`config.mk`:
```
export PLATFORM = sky130hd
export DESIGN_NAME = ring_switch_ctrl_flat
export DESIGN_NICKNAME = d
export VERILOG_FILES = /design/src/rtl/ring_switch_ctrl_if.sv /design/src/rtl/ring_switch_ctrl.sv /design/src/flat_wrapper.sv
export SDC_FILE = /design/constraint.sdc
export NUM_CORES = 1
export LEC_CHECK = 0
export CAP_MARGIN = 20
export CORE_MARGIN = 10
export CORE_UTILIZATION = 32
export DETAILED_ROUTE_END_ITERATION = 8
export PLACE_DENSITY = 0.87
export RECOVER_POWER = 100
export SETUP_SLACK_MARGIN = 0.3
export SLEW_MARGIN = 25
export SYNTH_ARGS = -nofsm -noshare
export SYNTH_HDL_FRONTEND = slang
export SYNTH_SLANG_ARGS = --single-unit
```
`constraint.sdc`:
```
create_clock -name clk -period 2.57 [get_ports clk]
set_input_delay 0.514 -clock clk [delete_from_list [all_inputs] [get_ports clk]]
set_output_delay 0.514 -clock clk [all_outputs]
set_load 0.005 [all_outputs]
```
`src/rtl/ring_switch_ctrl_if.sv`:
```
// Handshake and mux-select bundle between a ring_switch_ctrl and its ring/NI/eject neighbours.
// The slave modport is the controller side; master is the environment side.
interface ring_switch_ctrl_if #(
  parameter int FLIT_W = 16
);
  logic [FLIT_W-1:0] ring_flit;
  logic              ring_valid;
  logic              ring_ready;
  logic [FLIT_W-1:0] ni_flit;
  logic              ni_valid;
  logic              noc_ready;
  logic              ring_out_ready;
  logic              eject_ready;
  logic              vc_sel;
  logic              sel_up;
  logic              sel_vc;
  logic              sel_NI;
  logic              flit_in_valid;
  logic              proto_err;

  modport slave (
    input  ring_flit, ring_valid, ni_flit, ni_valid, ring_out_ready, eject_ready,
    output ring_ready, noc_ready, vc_sel, sel_up, sel_vc, sel_NI, flit_in_valid, proto_err
  );

  modport master (
    output ring_flit, ring_valid, ni_flit, ni_valid, ring_out_ready, eject_ready,
    input  ring_ready, noc_ready, vc_sel, sel_up, sel_vc, sel_NI, flit_in_valid, proto_err
  );
endinterface

```
`src/rtl/ring_switch_ctrl.sv`:
```
// Wormhole ring switch controller: arbitrates upstream ring vs local NI, locks the path per packet.
// Define SWC_FAIRNESS_EN to add a starvation counter that forces a waiting NI head through.
module ring_switch_ctrl #(
  parameter int FLIT_W       = 16,
  parameter int NODE_W       = 3,
  parameter int STARVE_LIMIT = 4
) (
  input  logic              clk,
  input  logic              rst_n,
  input  logic [NODE_W-1:0] current_node,
  ring_switch_ctrl_if.slave bus
);

  typedef enum logic [1:0] {
    IDLE  = 2'd0,
    FWD   = 2'd1,
    EJECT = 2'd2,
    INJ   = 2'd3
  } state_e;

  localparam logic [1:0] TYPE_HEAD   = 2'b11;
  localparam logic [1:0] TYPE_TAIL   = 2'b01;
  localparam logic [1:0] TYPE_SINGLE = 2'b00;

  state_e     state_q, state_d;
  logic       vc_sel_q, vc_sel_d;
  logic       sel_up_q, sel_up_d;
  logic       sel_vc_q, sel_vc_d;
  logic       sel_ni_q, sel_ni_d;
  logic       proto_err_q, proto_err_d;
  logic       ring_ready_s, noc_ready_s, flit_in_valid_s;
  logic       ring_grant_s, ni_grant_s, ni_force_s;
  logic [1:0] ring_type_s, ni_type_s;
  logic       ring_head_s, ni_head_s, ring_last_s, ni_last_s, ring_local_s;
  logic       unused_s;

  assign ring_type_s  = bus.ring_flit[FLIT_W-1 -: 2];
  assign ni_type_s    = bus.ni_flit[FLIT_W-1 -: 2];
  assign ring_head_s  = bus.ring_valid && ((ring_type_s == TYPE_HEAD) || (ring_type_s == TYPE_SINGLE));
  assign ni_head_s    = bus.ni_valid && ((ni_type_s == TYPE_HEAD) || (ni_type_s == TYPE_SINGLE));
  assign ring_last_s  = (ring_type_s == TYPE_TAIL) || (ring_type_s == TYPE_SINGLE);
  assign ni_last_s    = (ni_type_s == TYPE_TAIL) || (ni_type_s == TYPE_SINGLE);
  assign ring_local_s = (bus.ring_flit[NODE_W-1:0] == current_node);
  assign unused_s     = ^{bus.ring_flit, bus.ni_flit};

`ifdef SWC_FAIRNESS_EN
  localparam int              CNT_W   = $clog2(STARVE_LIMIT + 1);
  localparam logic [CNT_W-1:0] CNT_MAX = CNT_W'(STARVE_LIMIT);
  localparam logic [CNT_W-1:0] CNT_ONE = CNT_W'(1);

  logic [CNT_W-1:0] starve_q, starve_d;

  assign ni_force_s = ni_head_s && (starve_q == CNT_MAX);

  // Saturating count of ring grants that overtook a waiting NI head.
  always_comb begin
    starve_d = starve_q;
    if (ni_grant_s) begin
      starve_d = '0;
    end else if (ring_grant_s && ni_head_s && (starve_q != CNT_MAX)) begin
      starve_d = starve_q + CNT_ONE;
    end else begin
      starve_d = starve_q;
    end
  end

  // Starvation counter register.
  always_ff @(posedge clk or negedge rst_n) begin
    if (!rst_n) begin
      starve_q <= '0;
    end else begin
      starve_q <= starve_d;
    end
  end
`else
  assign ni_force_s = 1'b0;
`endif

  // Next-state, handshake and select decode.
  always_comb begin
    state_d         = state_q;
    ring_ready_s    = 1'b0;
    noc_ready_s     = 1'b0;
    flit_in_valid_s = 1'b0;
    proto_err_d     = proto_err_q;
    ring_grant_s    = 1'b0;
    ni_grant_s      = 1'b0;
    case (state_q)
      IDLE: begin
        if (ni_force_s) begin
          ni_grant_s = 1'b1;
          state_d    = INJ;
        end else if (ring_head_s) begin
          ring_grant_s = 1'b1;
          state_d      = ring_local_s ? EJECT : FWD;
        end else if (ni_head_s) begin
          ni_grant_s = 1'b1;
          state_d    = INJ;
        end else begin
          state_d = IDLE;
        end
        // Orphan body/tail flits are drained so they cannot wedge the ring.
        if (bus.ring_valid && !ring_head_s) begin
          ring_ready_s = 1'b1;
          proto_err_d  = 1'b1;
        end else begin
          ring_ready_s = 1'b0;
        end
        if (bus.ni_valid && !ni_head_s && !ring_head_s) begin
          noc_ready_s = 1'b1;
          proto_err_d = 1'b1;
        end else begin
          noc_ready_s = 1'b0;
        end
      end
      FWD: begin
        ring_ready_s = bus.ring_out_ready;
        if (bus.ring_valid && bus.ring_out_ready && ring_last_s) begin
          state_d = IDLE;
        end else begin
          state_d = FWD;
        end
      end
      EJECT: begin
        ring_ready_s    = bus.eject_ready;
        flit_in_valid_s = bus.ring_valid;
        if (bus.ring_valid && bus.eject_ready && ring_last_s) begin
          state_d = IDLE;
        end else begin
          state_d = EJECT;
        end
      end
      INJ: begin
        noc_ready_s = bus.ring_out_ready;
        if (bus.ni_valid && bus.ring_out_ready && ni_last_s) begin
          state_d = IDLE;
        end else begin
          state_d = INJ;
        end
      end
      default: begin
        state_d = IDLE;
      end
    endcase
    vc_sel_d = (state_d == FWD);
    sel_vc_d = (state_d == FWD);
    sel_up_d = (state_d == FWD) || (state_d == INJ);
    sel_ni_d = (state_d == INJ);
  end

  // FSM state, registered mux selects and sticky error flag.
  always_ff @(posedge clk or negedge rst_n) begin
    if (!rst_n) begin
      state_q     <= IDLE;
      vc_sel_q    <= 1'b0;
      sel_up_q    <= 1'b0;
      sel_vc_q    <= 1'b0;
      sel_ni_q    <= 1'b0;
      proto_err_q <= 1'b0;
    end else begin
      state_q     <= state_d;
      vc_sel_q    <= vc_sel_d;
      sel_up_q    <= sel_up_d;
      sel_vc_q    <= sel_vc_d;
      sel_ni_q    <= sel_ni_d;
      proto_err_q <= proto_err_d;
    end
  end

  // Readies follow downstream readiness in the same cycle; reset forces them low.
  assign bus.ring_ready    = rst_n & ring_ready_s;
  assign bus.noc_ready     = rst_n & noc_ready_s;
  assign bus.flit_in_valid = rst_n & flit_in_valid_s;
  assign bus.vc_sel        = vc_sel_q;
  assign bus.sel_up        = sel_up_q;
  assign bus.sel_vc        = sel_vc_q;
  assign bus.sel_NI        = sel_ni_q;
  assign bus.proto_err     = proto_err_q;

endmodule
```
`src/flat_wrapper.sv`:
```
// flat-port wrapper written by rule: the top's interface ports become plain ports
module ring_switch_ctrl_flat 
#(
  parameter int FLIT_W       = 16,
  parameter int NODE_W       = 3,
  parameter int STARVE_LIMIT = 4
)
  (clk, rst_n, current_node, bus_ring_flit, bus_ring_valid, bus_ni_flit, bus_ni_valid, bus_ring_out_ready, bus_eject_ready, bus_ring_ready, bus_noc_ready, bus_vc_sel, bus_sel_up, bus_sel_vc, bus_sel_NI, bus_flit_in_valid, bus_proto_err);
  ring_switch_ctrl_if #(.FLIT_W(FLIT_W)) bus_i ();
  input  logic clk;
  input  logic rst_n;
  input  logic [NODE_W-1:0] current_node;
  input wire logic [$bits(bus_i.ring_flit)-1:0] bus_ring_flit;
  input wire logic [$bits(bus_i.ring_valid)-1:0] bus_ring_valid;
  input wire logic [$bits(bus_i.ni_flit)-1:0] bus_ni_flit;
  input wire logic [$bits(bus_i.ni_valid)-1:0] bus_ni_valid;
  input wire logic [$bits(bus_i.ring_out_ready)-1:0] bus_ring_out_ready;
  input wire logic [$bits(bus_i.eject_ready)-1:0] bus_eject_ready;
  output wire logic [$bits(bus_i.ring_ready)-1:0] bus_ring_ready;
  output wire logic [$bits(bus_i.noc_ready)-1:0] bus_noc_ready;
  output wire logic [$bits(bus_i.vc_sel)-1:0] bus_vc_sel;
  output wire logic [$bits(bus_i.sel_up)-1:0] bus_sel_up;
  output wire logic [$bits(bus_i.sel_vc)-1:0] bus_sel_vc;
  output wire logic [$bits(bus_i.sel_NI)-1:0] bus_sel_NI;
  output wire logic [$bits(bus_i.flit_in_valid)-1:0] bus_flit_in_valid;
  output wire logic [$bits(bus_i.proto_err)-1:0] bus_proto_err;
  assign bus_i.ring_flit = bus_ring_flit;
  assign bus_i.ring_valid = bus_ring_valid;
  assign bus_i.ni_flit = bus_ni_flit;
  assign bus_i.ni_valid = bus_ni_valid;
  assign bus_i.ring_out_ready = bus_ring_out_ready;
  assign bus_i.eject_ready = bus_eject_ready;
  assign bus_ring_ready = bus_i.ring_ready;
  assign bus_noc_ready = bus_i.noc_ready;
  assign bus_vc_sel = bus_i.vc_sel;
  assign bus_sel_up = bus_i.sel_up;
  assign bus_sel_vc = bus_i.sel_vc;
  assign bus_sel_NI = bus_i.sel_NI;
  assign bus_flit_in_valid = bus_i.flit_in_valid;
  assign bus_proto_err = bus_i.proto_err;
  ring_switch_ctrl #(.FLIT_W(FLIT_W), .NODE_W(NODE_W), .STARVE_LIMIT(STARVE_LIMIT)) u_core (.clk(clk), .rst_n(rst_n), .current_node(current_node), .bus(bus_i));
endmodule
```
After elaboration in Yosys (flattened, before gate mapping):

Cells that the tools add are included.

* logic and storage cells: 55
* bits in registers: 6
* output and inout port bits: 8

* reduce and logical (&&, ||, !) cells: 23
* bitwise logic cells: 3
* muxes and demuxes: 14
* equal/unequal tests: 10

Operators with widths (count)
* 1-bit logical AND: 11
* 2-bit equality test (second input constant): 5
* 2-bit 2-to-1 mux: 5
* 2-bit by 1-bit equality test with 1-bit output (second input constant): 4
* 2-bit case mux with 4 select lines: 1
* 2-bit zero test: 3
* 1-bit 2-to-1 mux: 6
* 1-bit logical OR: 5
* 1-bit bitwise AND: 3
* 3-bit equality test: 1
* 1-bit case mux with 3 select lines: 1
* 1-bit zero test: 2
* 1-bit case mux with 2 select lines: 1
* 2-bit AND reduction: 1
* 2-bit nonzero test: 1

Longest topological paths before layout:

* depth in word-level cells: 9
* mapped depth: 6

Worst setup path after synthesis:

Ideal clock, no wire load.

* kind: in2reg
* start: input bus_ring_flit[14]
* end: register u_core.sel_ni_q (netlist: u_core.bus.sel_NI)
* path buffers: 0
* path slack: 604 ps
* library setup time: 119 ps
* stages on the path: 6
* arrival time: 1847 ps
* path through: inv_1 ha_1 nand2b_2 or4_4 a21bo_1 and2_1

* cells in the longest elaborated chain, start to end: 6

Ends and longest elaborated chain
* start, declared: RTL line flat_wrapper.sv:13 `input wire logic [$bits(bus_i.ring_flit)-1:0] bus_ring_flit;`
* 2-bit by 1-bit equality test with 1-bit output, or another cell as far along: RTL line ring_switch_ctrl.sv:41 `assign ring_last_s = (ring_type_s == TYPE_TAIL) || (ring_type_s == TYPE_SINGLE);`
* 1-bit logical OR (on tied branches): RTL line ring_switch_ctrl.sv:41, ring_switch_ctrl.sv:39
* 1-bit logical AND (on tied branches): RTL line ring_switch_ctrl.sv:118, ring_switch_ctrl.sv:39
* 1-bit 2-to-1 mux / 2-bit 2-to-1 mux (equally long branches): RTL line ring_switch_ctrl.sv:118, ring_switch_ctrl.sv:93
* 2-bit case mux with 4 select lines *: RTL line ring_switch_ctrl.sv:88 `case (state_q)`
* net u_core.state_d[0]: RTL line ring_switch_ctrl.sv:25 `state_e state_q, state_d;`
* 2-bit equality test *: RTL line ring_switch_ctrl.sv:148 `sel_ni_d = (state_d == INJ);`
* net u_core.sel_ni_d: RTL line ring_switch_ctrl.sv:29 `logic sel_ni_q, sel_ni_d;`
* end signal, assigned: RTL line ring_switch_ctrl.sv:165 `sel_ni_q <= sel_ni_d;`
* end, declared: RTL line ring_switch_ctrl.sv:29

The timed path passes the listed nets; every way through them passes the cells marked *.
A chain may end at the register's enable or synchronous reset.

Worst setup path in the final report:

* start: input bus_ni_flit[15]
* end: output bus_noc_ready

* cells in the longest elaborated chain, start to end: 9

Ends and longest elaborated chain
* start, declared: RTL line flat_wrapper.sv:15 `input wire logic [$bits(bus_i.ni_flit)-1:0] bus_ni_flit;`
* 2-bit equality test / 2-bit zero test (equally long branches): RTL line ring_switch_ctrl.sv:40 `assign ni_head_s = bus.ni_valid && ((ni_type_s == TYPE_HEAD) || (ni_type_s == TYPE_SINGLE));`
* 1-bit logical OR *: RTL line ring_switch_ctrl.sv:40
* 1-bit logical AND *: RTL line ring_switch_ctrl.sv:40
* 1-bit zero test *: RTL line ring_switch_ctrl.sv:109 `if (bus.ni_valid && !ni_head_s && !ring_head_s) begin`
* 1-bit logical AND * (2 in series): RTL line ring_switch_ctrl.sv:109
* 1-bit 2-to-1 mux *: RTL line ring_switch_ctrl.sv:109
* 1-bit case mux with 2 select lines *: RTL line ring_switch_ctrl.sv:88
* 1-bit bitwise AND *: RTL line ring_switch_ctrl.sv:172 `assign bus.noc_ready = rst_n & noc_ready_s;`
* end, declared: RTL line flat_wrapper.sv:20 `output wire logic [$bits(bus_i.noc_ready)-1:0] bus_noc_ready;`

Mark *: on every way between the ends. The rest lies on a longest branch, timed or not.

==> impl_metrics.csv <==
group,metric,value,unit
worst_setup_path,worstPathRequired,2060,ps
synthesis,avgSynthCellArea,10.21,sq um
synthesis,synth.distinct_cells,23,
power_and_ir_drop,finalPower,0.5448,mW
synthesis,yosysTopAreaCell,"dfrtp_1",
floorplanning,die_h,60.33,microns
clock_tree,insertion_delay,250,ps
drt,drtIter0Drc,8,
synthesis,synth_compound_area_share,19.23,%
worst_setup_path,critPathCaptureType,"output pin",
drt,wirelength,1.559,mm
final_layout,fin_area,815.8,sq um
final_layout,multi_input_area,344.1,sq um
synthesis,ys_async_sr_fraction,100.0,%
final_layout,num_antenna_cells,0,
timing,slew_viol_final,0,
timing,setup_violations,0,
worst_setup_path,crit_family,"buffers and inverters",
synthesis,netlist_top_cells_count,"ha_1, inv_1, dfrtp_1",
final_layout,areaGrowthSynthToFinish,56.73,%
synthesis,synth.area.top_cells,"dfrtp_1, ha_1, inv_1",
synthesis,ys_warn_count,0,
worst_setup_path,cp_cell_sequence,"clkdlybuf4s50_1 -> inv_2 -> ha_4 -> nand4_1 -> a21oi_1 -> clkbuf_1",
synthesis,synth_top_area_share,28.85,%
run_status,status,"finished clean",
drt,m1WireLength,529,microns
timing,relSlewSlack,79.12,%
synthesis,synth_top_family_by_area,"adder cells",
drt,avgRoutedWirePerCell,15.75,microns
power_and_ir_drop,power.leakage,0.3823,nW
clock_tree,cts_made_buffers,3,
floorplanning,pin_count,49,
worst_hold_path,min_path_type,"input port to asynchronous set/reset pin",
synthesis,synth_flop_cell,"dfrtp_1",
synthesis,synth_area,520.5,sq um
synthesis,synthMuxAreaShare,0,%
global_routing,gr-total-overflow,0,
placement,dpl.hpwl,1.306,mm
final_layout,layout.nets,135,
synthesis,synth-simple-area-share,18.75,%
drt,wl_met2,928,microns
drt,met3_length,62,microns
clock_tree,cts_max_level,1,
floorplanning,dieArea,3640,sq um
floorplanning,row_count,14,
timing,skew,7.514,ps
power_and_ir_drop,vdd_drop_max,392.3,uV
synthesis,yosysSeqAreaShare,28.85,%
clock_tree,cts_tree,"built",
run,max_cap_viol_count,0,
worst_setup_path,critPathArrivalTime,1710,ps
floorplanning,initial_core_util,34.15,%
drt,via_per_inst,5.121,
timing,hold_viol_final,0,
floorplanning,fp.coreArea,1524,sq um
synthesis,synth_edf_count,0,
global_routing,grt_pass1_wl,2.594,mm
drt,drc,0,
placement,gp_congestion,0.7181,
floorplanning,die_w,60.33,microns
worst_setup_path,start_kind,"input port",
timing,fin_crit_sh,86.41,%
timing,rsz0062_at_grt,"no",
timing,timing.fmax,450.3,MHz
synthesis,synth-adder-area-share,21.63,%
final_layout,drive_above_1_share,19.28,%
clock_tree,clock_sinks,6,
clock_tree,path_clk_slew,50,ps
worst_setup_path,worst_path_max_delay_cell,"clkdlybuf4s50_1",
drt,drtPass1Iterations,4,
worst_setup_path,cp.buffers_inverters,3,
synthesis,syn_nets,101,
drt,vias,507,
timing,max_slew.worst_pin.slew,313.2,ps
synthesis,syn_inst,51,
worst_setup_path,crit_type,"input port to output pin",
drt,ant_nets,0,
synthesis,ys_ff_latch,6,
worst_setup_path,cp_max_fo,2,
clock_tree,hold_buffers,0,
synthesis,synth_xor_xnor_area_share,5.048,%
global_routing,grt_util_all_layers,9.572,%
clock_tree,cts_buffer_depth,2,
power_and_ir_drop,power_density,667.8,nW/um^2
final_layout,regArea,150.1,sq um
global_routing,antenna_found_initial,0,
timing,period_needed,2221,ps
synthesis,synth_most_common_cell,"ha_1",
worst_setup_path,critPathMaxStageDelay,470,ps
global_routing,grt_pass1_vias,572,
final_layout,fillers,141,
placement,place_area,808.3,sq um
clock_tree,ctsRootBufferMaster,"clkbuf_4",
global_routing,grt_max_degree,7,
drt,dr.max_layer_used,"met4",
placement,io_buffers,23,
## cell type report
class                   count  area share [%]
clock buffers               3           2.761
inverters                   7           3.221
well taps                  16           2.454
multi-input cells          37           42.18
repair buffers             30           30.98
flip-flops and latches      6           18.40
## kinds of logic (layout without fill, tap and decap cells)
kind of cell	after synthesis	after routing
XOR/XNOR	3	3
buffers and inverters	8	40
flip-flops	6	6
AO/OA/AOI/OAI	11	11
AND/OR/NAND/NOR	14	14
adder cells (fa/ha/maj)	9	9
## through the flow
step                      std cells  setup TNS, ps  hold slack [ps]  utilization [%]  worst slack (ps)
after floorplan                  51              0            218.4                -             603.9
after global placement           95         -530.2            457.5            53.04            -222.9
after detailed placement         95         -625.0            508.7            53.04            -233.0
after CTS                        98              0            206.5            55.83             329.9
after global routing             99              0            212.8            53.53             261.1
final                            99              0            208.8            53.53             349.1
## routing by layer
| layer | vias to the layer above | global-route usage [%] |
|---|---|---|
| li1 | 245 | - |
| met1 | 244 | 8.561 |
| met2 | 14 | 18.38 |
| met3 | 4 | 2.088 |
| met4 | 0 | 6.731 |
| met5 | - | 0 |
## layout by cell type, fill, tap and decap left out, types with 2 or more instances in the layout
cell type,netlist,final
clkdlybuf4s50_1,0,11
buf_4,1,3
nor2b_1,2,2
dlygate4sd3_1,0,5
clkbuf_4,0,4
a21oi_1,2,2
inv_1,7,5
ha_1,9,7
clkbuf_1,0,5
inv_2,0,2
nand2b_1,2,2
dlygate4sd2_1,0,5
dfrtp_1,6,6
xor2_1,3,3
o211ai_1,3,3
## state kept, by name (all words and copies together) (netlist names)
signal,flops
u_core.bus.proto_err,1
u_core.bus.sel_NI,1
u_core.bus.sel_up,1
u_core.bus.vc_sel,1
u_core.state_q,2
## worst paths after layout
check | start | endpoint | slack, ps | depth (start not counted)
min reg2reg | u_core.bus.proto_err | u_core.bus.proto_err | 510 | 1
min in group clk | u_core.bus.proto_err | u_core.bus.proto_err | 510 | 1
min | rst_n | u_core.bus.proto_err | 210 | 1
max in group asynchronous | rst_n | u_core.bus.vc_sel | 1890 | 2
max | bus_ni_flit[15] | bus_noc_ready | 350 | 6
max reg2reg | u_core.state_q[0] | u_core.bus.sel_NI | 910 | 6
## power breakdown
part           switching, mW  internal [mW]
Sequential            0.0234          0.127
Clock                 0.0342         0.0528
Combinational          0.144          0.164
## what timing repair did
item,CTS,global route
setup buffers,0,1
pin swaps,7,1
gates cloned,0,0
setup endpoints to repair,5,2
gates resized for setup,18,2
No activity file was read; power rests on OpenSTA's default activity.
